==> config.mk <==
export PLATFORM = sky130hd
export DESIGN_NAME = stream_link_host_flat
export DESIGN_NICKNAME = d
export VERILOG_FILES = /design/src/rtl/stream_link_host_pkg.sv /design/src/rtl/stream_link_host_if.sv /design/src/rtl/link_rx_capture.sv /design/src/rtl/stream_link_host.sv /design/src/flat_wrapper.sv
export SDC_FILE = /design/constraint.sdc
export NUM_CORES = 1
export LEC_CHECK = 0
export BUFFER_PORTS_ARGS = -buffer_cell sky130_fd_sc_hd__buf_4
export CAP_MARGIN = 0
export CORE_MARGIN = 1
export CORE_UTILIZATION = 40
export DETAILED_ROUTE_END_ITERATION = 8
export PLACE_DENSITY = 0.66
export SLEW_MARGIN = 20
export SYNTH_ARGS = -nofsm -noshare
export SYNTH_HDL_FRONTEND = slang
export SYNTH_SLANG_ARGS = --single-unit
==> constraint.sdc <==
create_clock -name i_clk -period 1.8 [get_ports i_clk]
set_clock_uncertainty 0.1 [all_clocks]
set_input_delay 0 -clock i_clk [delete_from_list [all_inputs] [get_ports i_clk]]
set_output_delay 0 -clock i_clk [all_outputs]
set_load 0.05 [all_outputs]
==> src/rtl/stream_link_host_pkg.sv <==
// rtl/stream_link_host_pkg.sv - shared widths and TX state encoding for the link blocks
package stream_link_host_pkg;

    localparam int LINK_DATA_WIDTH = 24;

    typedef enum logic [1:0] {
        TX_IDLE  = 2'd0,
        TX_SHIFT = 2'd1,
        TX_GAP   = 2'd2
    } tx_state_t;

    // Counter width for a range of n values; never narrower than one bit.
    function automatic int link_cnt_width(input int n);
        return (n <= 2) ? 1 : $clog2(n);
    endfunction

    localparam int LINK_CNT_WIDTH = link_cnt_width(LINK_DATA_WIDTH);

endpackage

==> src/rtl/stream_link_host_if.sv <==
// rtl/stream_link_host_if.sv - parallel/serial link signal bundle for stream_link_host
interface stream_link_host_if
    import stream_link_host_pkg::*;
#(
    parameter int DATA_WIDTH = LINK_DATA_WIDTH
);
    logic [DATA_WIDTH-1:0] iv_tx_data;
    logic                  i_tx_valid;
    logic                  o_tx_ready;
    logic                  o_link_en;
    logic                  o_link_dout;
    logic                  o_link_end;
    logic                  i_link_din;
    logic                  i_link_end;
    logic [DATA_WIDTH-1:0] ov_rx_data;
    logic                  o_rx_valid;
    logic                  i_rx_ready;
    logic                  o_rx_overrun;

    // Block side.
    modport slave (
        input  iv_tx_data, i_tx_valid, i_link_din, i_link_end, i_rx_ready,
        output o_tx_ready, o_link_en, o_link_dout, o_link_end,
               ov_rx_data, o_rx_valid, o_rx_overrun
    );

    // Host/driver side.
    modport master (
        output iv_tx_data, i_tx_valid, i_link_din, i_link_end, i_rx_ready,
        input  o_tx_ready, o_link_en, o_link_dout, o_link_end,
               ov_rx_data, o_rx_valid, o_rx_overrun
    );

endinterface

==> src/rtl/link_rx_capture.sv <==
// rtl/link_rx_capture.sv - serial-to-parallel capture of returned frames with overrun flag
module link_rx_capture
    import stream_link_host_pkg::*;
#(
    parameter int DATA_WIDTH = LINK_DATA_WIDTH
) (
    input  logic                  i_clk,
    input  logic                  i_rst,
    input  logic                  i_link_din,
    input  logic                  i_link_end,
    input  logic                  i_rx_ready,
    output logic [DATA_WIDTH-1:0] ov_rx_data,
    output logic                  o_rx_valid,
    output logic                  o_rx_overrun
);

    logic [DATA_WIDTH-1:0] shreg_q;
    logic [DATA_WIDTH-1:0] shreg_d;

    // Shift register value including this cycle's bit, so the end bit lands in the capture.
    assign shreg_d = (shreg_q << 1) | DATA_WIDTH'(i_link_din);

    // Free-running shift, capture on end marker, valid/overrun handshake bookkeeping.
    always_ff @(posedge i_clk) begin
        if (i_rst) begin
            shreg_q      <= '0;
            ov_rx_data   <= '0;
            o_rx_valid   <= 1'b0;
            o_rx_overrun <= 1'b0;
        end else begin
            shreg_q <= shreg_d;
            if (i_link_end) begin
                ov_rx_data <= shreg_d;
                o_rx_valid <= 1'b1;
                // A load on the same cycle the consumer takes the old sample is not an overrun.
                if (o_rx_valid && !i_rx_ready) begin
                    o_rx_overrun <= 1'b1;
                end
            end else if (o_rx_valid && i_rx_ready) begin
                o_rx_valid <= 1'b0;
            end
        end
    end

endmodule

==> src/rtl/stream_link_host.sv <==
// rtl/stream_link_host.sv - parallel sample to serial frame transmitter with independent serial receiver
module stream_link_host
    import stream_link_host_pkg::*;
#(
    parameter int DATA_WIDTH = LINK_DATA_WIDTH,
    parameter int GAP_CYCLES = 1
) (
    input  logic              i_clk,
    input  logic              i_rst,
    stream_link_host_if.slave bus
);

    localparam int CW = link_cnt_width(DATA_WIDTH);
    localparam int GW = link_cnt_width(GAP_CYCLES + 1);
    localparam logic [CW-1:0] CNT_LAST = CW'(DATA_WIDTH - 1);
    localparam logic [GW-1:0] GAP_LAST = GW'((GAP_CYCLES > 0) ? GAP_CYCLES - 1 : 0);

    tx_state_t             state_q, state_d;
    logic [DATA_WIDTH-1:0] shreg_q, shreg_d;
    logic [CW-1:0]         cnt_q, cnt_d;
    logic [GW-1:0]         gap_q, gap_d;
    logic                  in_shift;

    // TX state and datapath registers; reset aborts any frame in flight.
    always_ff @(posedge i_clk) begin
        if (i_rst) begin
            state_q <= TX_IDLE;
            shreg_q <= '0;
            cnt_q   <= '0;
            gap_q   <= '0;
        end else begin
            state_q <= state_d;
            shreg_q <= shreg_d;
            cnt_q   <= cnt_d;
            gap_q   <= gap_d;
        end
    end

    // TX next-state: accept in IDLE, shift MSB first, then hold off for the inter-frame gap.
    always_comb begin
        state_d = state_q;
        shreg_d = shreg_q;
        cnt_d   = cnt_q;
        gap_d   = gap_q;
        unique case (state_q)
            TX_IDLE: begin
                if (bus.i_tx_valid) begin
                    shreg_d = bus.iv_tx_data;
                    cnt_d   = '0;
                    state_d = TX_SHIFT;
                end
            end
            TX_SHIFT: begin
                shreg_d = shreg_q << 1;
                if (cnt_q == CNT_LAST) begin
                    cnt_d   = '0;
                    gap_d   = '0;
                    state_d = (GAP_CYCLES == 0) ? TX_IDLE : TX_GAP;
                end else begin
                    cnt_d = cnt_q + CW'(1);
                end
            end
            TX_GAP: begin
                if (gap_q == GAP_LAST) begin
                    state_d = TX_IDLE;
                end else begin
                    gap_d = gap_q + GW'(1);
                end
            end
            default: state_d = TX_IDLE;
        endcase
    end

    // Outputs are gated by reset so they read 0 for the whole time reset is held.
    assign in_shift        = (state_q == TX_SHIFT) && !i_rst;
    assign bus.o_tx_ready  = (state_q == TX_IDLE) && !i_rst;
    assign bus.o_link_en   = in_shift;
    assign bus.o_link_dout = in_shift && shreg_q[DATA_WIDTH-1];
    assign bus.o_link_end  = in_shift && (cnt_q == CNT_LAST);

    link_rx_capture #(
        .DATA_WIDTH (DATA_WIDTH)
    ) u_rx (
        .i_clk        (i_clk),
        .i_rst        (i_rst),
        .i_link_din   (bus.i_link_din),
        .i_link_end   (bus.i_link_end),
        .i_rx_ready   (bus.i_rx_ready),
        .ov_rx_data   (bus.ov_rx_data),
        .o_rx_valid   (bus.o_rx_valid),
        .o_rx_overrun (bus.o_rx_overrun)
    );

endmodule

==> src/flat_wrapper.sv <==
// flat-port wrapper written by rule: the top's interface ports become plain ports
module stream_link_host_flat import stream_link_host_pkg::*;
#(
    parameter int DATA_WIDTH = LINK_DATA_WIDTH,
    parameter int GAP_CYCLES = 1
)
  (i_clk, i_rst, bus_iv_tx_data, bus_i_tx_valid, bus_i_link_din, bus_i_link_end, bus_i_rx_ready, bus_o_tx_ready, bus_o_link_en, bus_o_link_dout, bus_o_link_end, bus_ov_rx_data, bus_o_rx_valid, bus_o_rx_overrun);
  stream_link_host_if #(.DATA_WIDTH(DATA_WIDTH)) bus_i ();
  input  logic i_clk;
  input  logic i_rst;
  input wire logic [$bits(bus_i.iv_tx_data)-1:0] bus_iv_tx_data;
  input wire logic [$bits(bus_i.i_tx_valid)-1:0] bus_i_tx_valid;
  input wire logic [$bits(bus_i.i_link_din)-1:0] bus_i_link_din;
  input wire logic [$bits(bus_i.i_link_end)-1:0] bus_i_link_end;
  input wire logic [$bits(bus_i.i_rx_ready)-1:0] bus_i_rx_ready;
  output wire logic [$bits(bus_i.o_tx_ready)-1:0] bus_o_tx_ready;
  output wire logic [$bits(bus_i.o_link_en)-1:0] bus_o_link_en;
  output wire logic [$bits(bus_i.o_link_dout)-1:0] bus_o_link_dout;
  output wire logic [$bits(bus_i.o_link_end)-1:0] bus_o_link_end;
  output wire logic [$bits(bus_i.ov_rx_data)-1:0] bus_ov_rx_data;
  output wire logic [$bits(bus_i.o_rx_valid)-1:0] bus_o_rx_valid;
  output wire logic [$bits(bus_i.o_rx_overrun)-1:0] bus_o_rx_overrun;
  assign bus_i.iv_tx_data = bus_iv_tx_data;
  assign bus_i.i_tx_valid = bus_i_tx_valid;
  assign bus_i.i_link_din = bus_i_link_din;
  assign bus_i.i_link_end = bus_i_link_end;
  assign bus_i.i_rx_ready = bus_i_rx_ready;
  assign bus_o_tx_ready = bus_i.o_tx_ready;
  assign bus_o_link_en = bus_i.o_link_en;
  assign bus_o_link_dout = bus_i.o_link_dout;
  assign bus_o_link_end = bus_i.o_link_end;
  assign bus_ov_rx_data = bus_i.ov_rx_data;
  assign bus_o_rx_valid = bus_i.o_rx_valid;
  assign bus_o_rx_overrun = bus_i.o_rx_overrun;
  stream_link_host #(.DATA_WIDTH(DATA_WIDTH), .GAP_CYCLES(GAP_CYCLES)) u_core (.i_clk(i_clk), .i_rst(i_rst), .bus(bus_i));
endmodule
# Word level (Yosys, flattened, before mapping)
# Cells that the tools add are included.
dict set report word_totals {
  input_bits 30
  reg_bits 81
  n_memories 0
  latch_bits 0
  mem_bits_rw 0
  rom_bits 0
}
dict set report op_classes {
  magnitude_cmp 0
  n_bitwise 1
  mul 0
  shifts 0
  addsub 2
  muxes 14
  n_div 0
  reduce_logical 16
  n_eq_ne 6
}
# operator n
set ops {}
lappend ops {{24-bit one-hot mux with 2 select lines} 1}
lappend ops {{24-bit 2-to-1 mux} 1}
lappend ops {{24-bit by 1-bit OR with 24-bit output} 1}
lappend ops {{5-bit 2-to-1 mux} 2}
lappend ops {{5-bit one-hot mux with 2 select lines} 1}
lappend ops {{1-bit logical AND} 6}
lappend ops {{2-bit 2-to-1 mux} 3}
lappend ops {{2-bit one-hot mux with 3 select lines} 1}
lappend ops {{2-bit AND reduction} 3}
lappend ops {{2-bit nonzero test} 3}
lappend ops {{5-bit by 1-bit adder with 5-bit output (second input constant)} 1}
lappend ops {{5-bit equality test (second input constant)} 1}
lappend ops {{1-bit 2-to-1 mux} 4}
lappend ops {{2-bit inequality test (second input constant)} 2}
lappend ops {{3-bit AND reduction} 1}
lappend ops {{2-bit by 1-bit equality test with 1-bit output (second input constant)} 1}
lappend ops {{2-bit equality test (second input constant)} 1}
lappend ops {{1-bit logical NOT} 2}
lappend ops {{2-bit logical NOT} 1}
lappend ops {{2-bit by 1-bit inequality test with 1-bit output (second input constant)} 1}
lappend ops {{1-bit one-hot mux with 2 select lines} 1}
lappend ops {{1-bit adder (second input constant)} 1}

# Depth between registers and ports, before layout
dict set report logic_depth {
  word_depth 3
  ltp_mapped 6
}

# Cells and area by module
# From an unflattened synthesis, not the netlist that was laid out.
dict set report unflattened {
  hier_cells 310
  hier_area_um2 3012.9
}
# mod seq_area_each_um2 instances area_per_inst_um2 cells_each
set by_module_without_submodules {}
lappend by_module_without_submodules {link_rx_capture 980.9 1 1561.5 133}
lappend by_module_without_submodules {stream_link_host 620.6 1 1451.4 177}

# Least setup slack after synthesis
# Ideal clock, no wire load.
dict set report synth_path {
  kind {flip-flop to output port}
  startpoint {reg u_core.state_q[0]}
  endpoint {out bus_o_link_dout}
  setup_slack_ps -423
  n_path_buf 2
  stages_incl_launch_ff 6
  arrival_ps 2123
  cell_sequence {dfxtp_1 > or2b_1 > buf_2 > buf_2 > nor2_1 > and2_1}
}
dict set report synth_between {
  elab_chain_len 3
}
# element line
set synth_rtl {}
lappend synth_rtl {{start, declared} stream_link_host.sv:18} ;# tx_state_t state_q, state_d;
lappend synth_rtl {{start signal, assigned} stream_link_host.sv:32} ;# state_q <= state_d;
lappend synth_rtl {{2-bit by 1-bit equality test with 1-bit output} stream_link_host.sv:75} ;# assign in_shift = (state_q == TX_SHIFT) && !i_rst;
lappend synth_rtl {{1-bit logical AND} stream_link_host.sv:75}
lappend synth_rtl {{via bus_o_link_en} flat_wrapper.sv:17} ;# output wire logic [$bits(bus_i.o_link_en)-1:0] bus_o_link_en;
lappend synth_rtl {{1-bit logical AND} stream_link_host.sv:78} ;# assign bus.o_link_dout = in_shift && shreg_q[DATA_WIDTH-1];
lappend synth_rtl {{end, declared} flat_wrapper.sv:18} ;# output wire logic [$bits(bus_i.o_link_dout)-1:0] bus_o_link_dout;
# The timed path passes the listed nets, and every way through them passes these cells.

# Worst setup path after layout
dict set report layout_path {
  startpoint {reg u_core.state_q[0]}
  endpoint {out bus_o_link_dout}
}
dict set report layout_between {
  elab_chain_len 3
}
# element line
set layout_rtl {}
lappend layout_rtl {{2-bit by 1-bit equality test with 1-bit output} stream_link_host.sv:75}
lappend layout_rtl {{1-bit logical AND} stream_link_host.sv:75}
lappend layout_rtl {{1-bit logical AND} stream_link_host.sv:78}
# Every way passes these cells.

==> impl_metrics.toml <==
[pwr]
p_leak_uw = 0.00168
cellPowerDensity_nw_per_um2 = 912
power_uw = 3550
vdd_drop_max_uv = 452

[synthesis]
synthFlopType = "dfxtp_1"
syn_area_um2 = 2890
yosys_warnings = 0
ys_async_sr_fraction_pct = 0
synthCells = 310
seq_area_frac_synth_pct = 55.5
synth.area.top_cells = "dfxtp_1 55%, mux2i_1 8.3%, nor2_1 7.5%, a311oi_1 7.0%, nand2_1 6.2%"
syn_nets = 341
synth.avg_cell_area_um2 = 9.31
synth-seq-cells = 80
ys_types = 28
synth_top_area_cell = "dfxtp_1"
netlist.area_leader.share_pct = 55.5
synth_edf_count = 0

[worst_setup_path]
critPathKind = "reg -> out"
end_kind = "output pin"
worst_r2r_endpoint = "u_core.cnt_q[3]$_SDFFE_PP0P_"
arrival_ns = 1.62
r2r_start = "u_core.cnt_q[0]$_SDFFE_PP0P_"
reg2reg_depth = 5
critPathLaunchType = "register"
cp_max_fo = 24
crit_required_ns = 1.70
reg2reg_slack_ns = 0.11

[placed_design]
port_buffers = 59
gp_congestion = 0.671
placedCellCount = 447
hpwlAfterDp_um = 3340

[global_route]
antenna_found_initial = 0
overflow = 0
grt_pass1_vias = 2028
grt_pass1_wl_um = 9290
track_usage_pct = 15.8
grt_max_degree = 51

[timing]
worst_pin_slew_ns = 0.525
slew_headroom_pct = 65.0
grt_setup_unrepaired = "false"
period_minus_slack_ns = 1.72
final.setup.tns_ns = 0
fmax_ghz = 0.581
setup_viol = 0
hold_violations = 0
finalCritPeriodShare_pct = 95.7
drv_slew = 0

[drt]
drt-total-wl_um = 5530
drc = 0
vias_per_cell = 4.70
ant_nets = 0
wl_per_cell_um = 11.3
drtIter0Drc = 55
dr.pass1.iters = 4
vias = 2301

[hold_path]
min_delay_path_depth = 2
hp-class = "in -> reg"
min_to = "u_core.u_rx.ov_rx_data[1]$_SDFFE_PP0P_"
worstHoldStart = "i_rst"

[clock_network]
cts_buffers = 9
cts_max_path_buffers = 2
insertion_delay_ns = 0.34
post-cts-setup-buffers = 0
clk_pin_slew_ns = 0.08
cts_root_buf = "clkbuf_8"
numClockSinks = 80
cts_tree = "yes"
h-tree-depth = 3

[floorplanning]
row_count = 30
start_util_pct = 42.0
io-pin-count = 60
die_area_um2 = 7560
fp.dieH_um = 87.0
coreArea_um2 = 6870
fp.dieW_um = 87.0

[layout]
regArea_um2 = 1600
drive_gt1_share_pct = 22.3
multi_input_comb_area_um2 = 1200
fin_cells = 490
syn_to_final_growth_pct = 34.8
n_fill_cell = 611
nNetsFinal = 420
utilization_pct = 56.6
diodes = 0

[status]
status = "finished clean"

[run]
max-cap-violations = 0
-- layout by cell type (no fill, tap or decap), types with 7 or more instances in the layout --
cell / netlist / final
a21oi_1: 7 / 7
a311oi_1: 23 / 23
buf_4: 1 / 62
clkbuf_8: 0 / 9
dfxtp_1: 80 / 78
dlygate4sd3_1: 0 / 27
mux2i_1: 24 / 24
nand2_1: 48 / 48
nor2_1: 58 / 56
nor2b_1: 25 / 25
-- critical path, stage by stage (launching register included) --
cell and delay, ns:
dfxtp_2 0.38, or2b_4 0.31, buf_12 0.16, nor2_2 0.09, and2_1 0.13, buf_4 0.19
-- worst max path at each step --
stage / slack, ns / startpoint / to
5_1_grt: 0.01 / u_core.state_q[0]$_SDFFE_PP0P_ / bus_o_link_dout
2_1_floorplan: -0.17 / u_core.state_q[0]$_SDFFE_PP0P_ / bus_o_link_dout
3_3_place_gp: 0.21 / u_core.cnt_q[0]$_SDFFE_PP0P_ / u_core.cnt_q[3]$_SDFFE_PP0P_
4_1_cts: 0.01 / u_core.state_q[0]$_SDFFE_PP0P_ / bus_o_link_dout
6_report: 0.08 / u_core.state_q[0]$_SDFFE_PP0P_ / bus_o_link_dout
3_5_place_dp: 0.16 / u_core.cnt_q[0]$_SDFFE_PP0P_ / u_core.cnt_q[3]$_SDFFE_PP0P_
-- synthesized netlist by cell type, drive strengths merged, types with 2 or more instances --
| cell | count |
|---|---|
| dfxtp | 80 |
| nor2 | 58 |
| nand2 | 49 |
| nor2b | 26 |
| mux2i | 24 |
| a311oi | 23 |
| buf | 13 |
| clkbuf | 10 |
| a21oi | 7 |
| nor3 | 3 |
| nand3 | 2 |
| nand3b | 2 |
| o21ai | 2 |
-- routing by layer --
layer / global-route usage, % / routed length, um / part of all wire (%)
met2: 23.6 / 2440 / 44
met1: 20.7 / 2770 / 50
met5: 0 / 0 / 0
met4: 8.18 / 67 / 1.2
met3: 4.36 / 246 / 4.5
-- power breakdown --
part           internal (uW)  switching [uW]
Combinational            184             204
Sequential              1830            35.4
Clock                    648             646
-- per-stage QoR --
stage	instance area, um^2	setup slack (ns)	hold slack (ns)
2_1_floorplan	2890	-0.168	0.0282
3_3_place_gp	3420	0.212	0.143
3_5_place_dp	3420	0.164	0.141
4_1_cts	3890	0.0107	0.00100
5_1_grt	3890	0.0101	0.0176
6_report	3890	0.0783	0.0132
-- sequential cells by signal, summed over array words and instances (netlist names) --
name                      count
u_core.state_q                2
u_core.cnt_q                  5
u_core.u_rx.o_rx_valid        1
u_core.u_rx.shreg_q          23
u_core.u_rx.o_rx_overrun      1
u_core.shreg_q               24
u_core.u_rx.ov_rx_data       24
-- final cells by class --
| class | count | share of cell area (%) |
|---|---|---|
| Clock buffer | 10 | 3.28 |
| Clock inverter | 6 | 1.74 |
| Sequential cell | 80 | 41.2 |
| Tap cell | 96 | 3.09 |
| Timing Repair Buffer | 91 | 19.9 |
| Multi-Input combinational cell | 207 | 30.7 |
-- cell families after synthesis --
family          count (synthesis)  synth area share (%)
simple gates                  147                  22.8
fa+ha+maj                       1                 0.433
flops                          80                  55.5
compound gates                 34                  9.02
buf+inv                        23                  3.55
mux                            25                  8.71
-- what timing repair did --
item	4_1_cts	5_1_grt
hold buffers	27	0
hold endpoints to repair	29	0
setup endpoints to repair	1	1
gates resized for setup	1	2
pin swaps	0	0
Power figures use the tool's default switching activity.
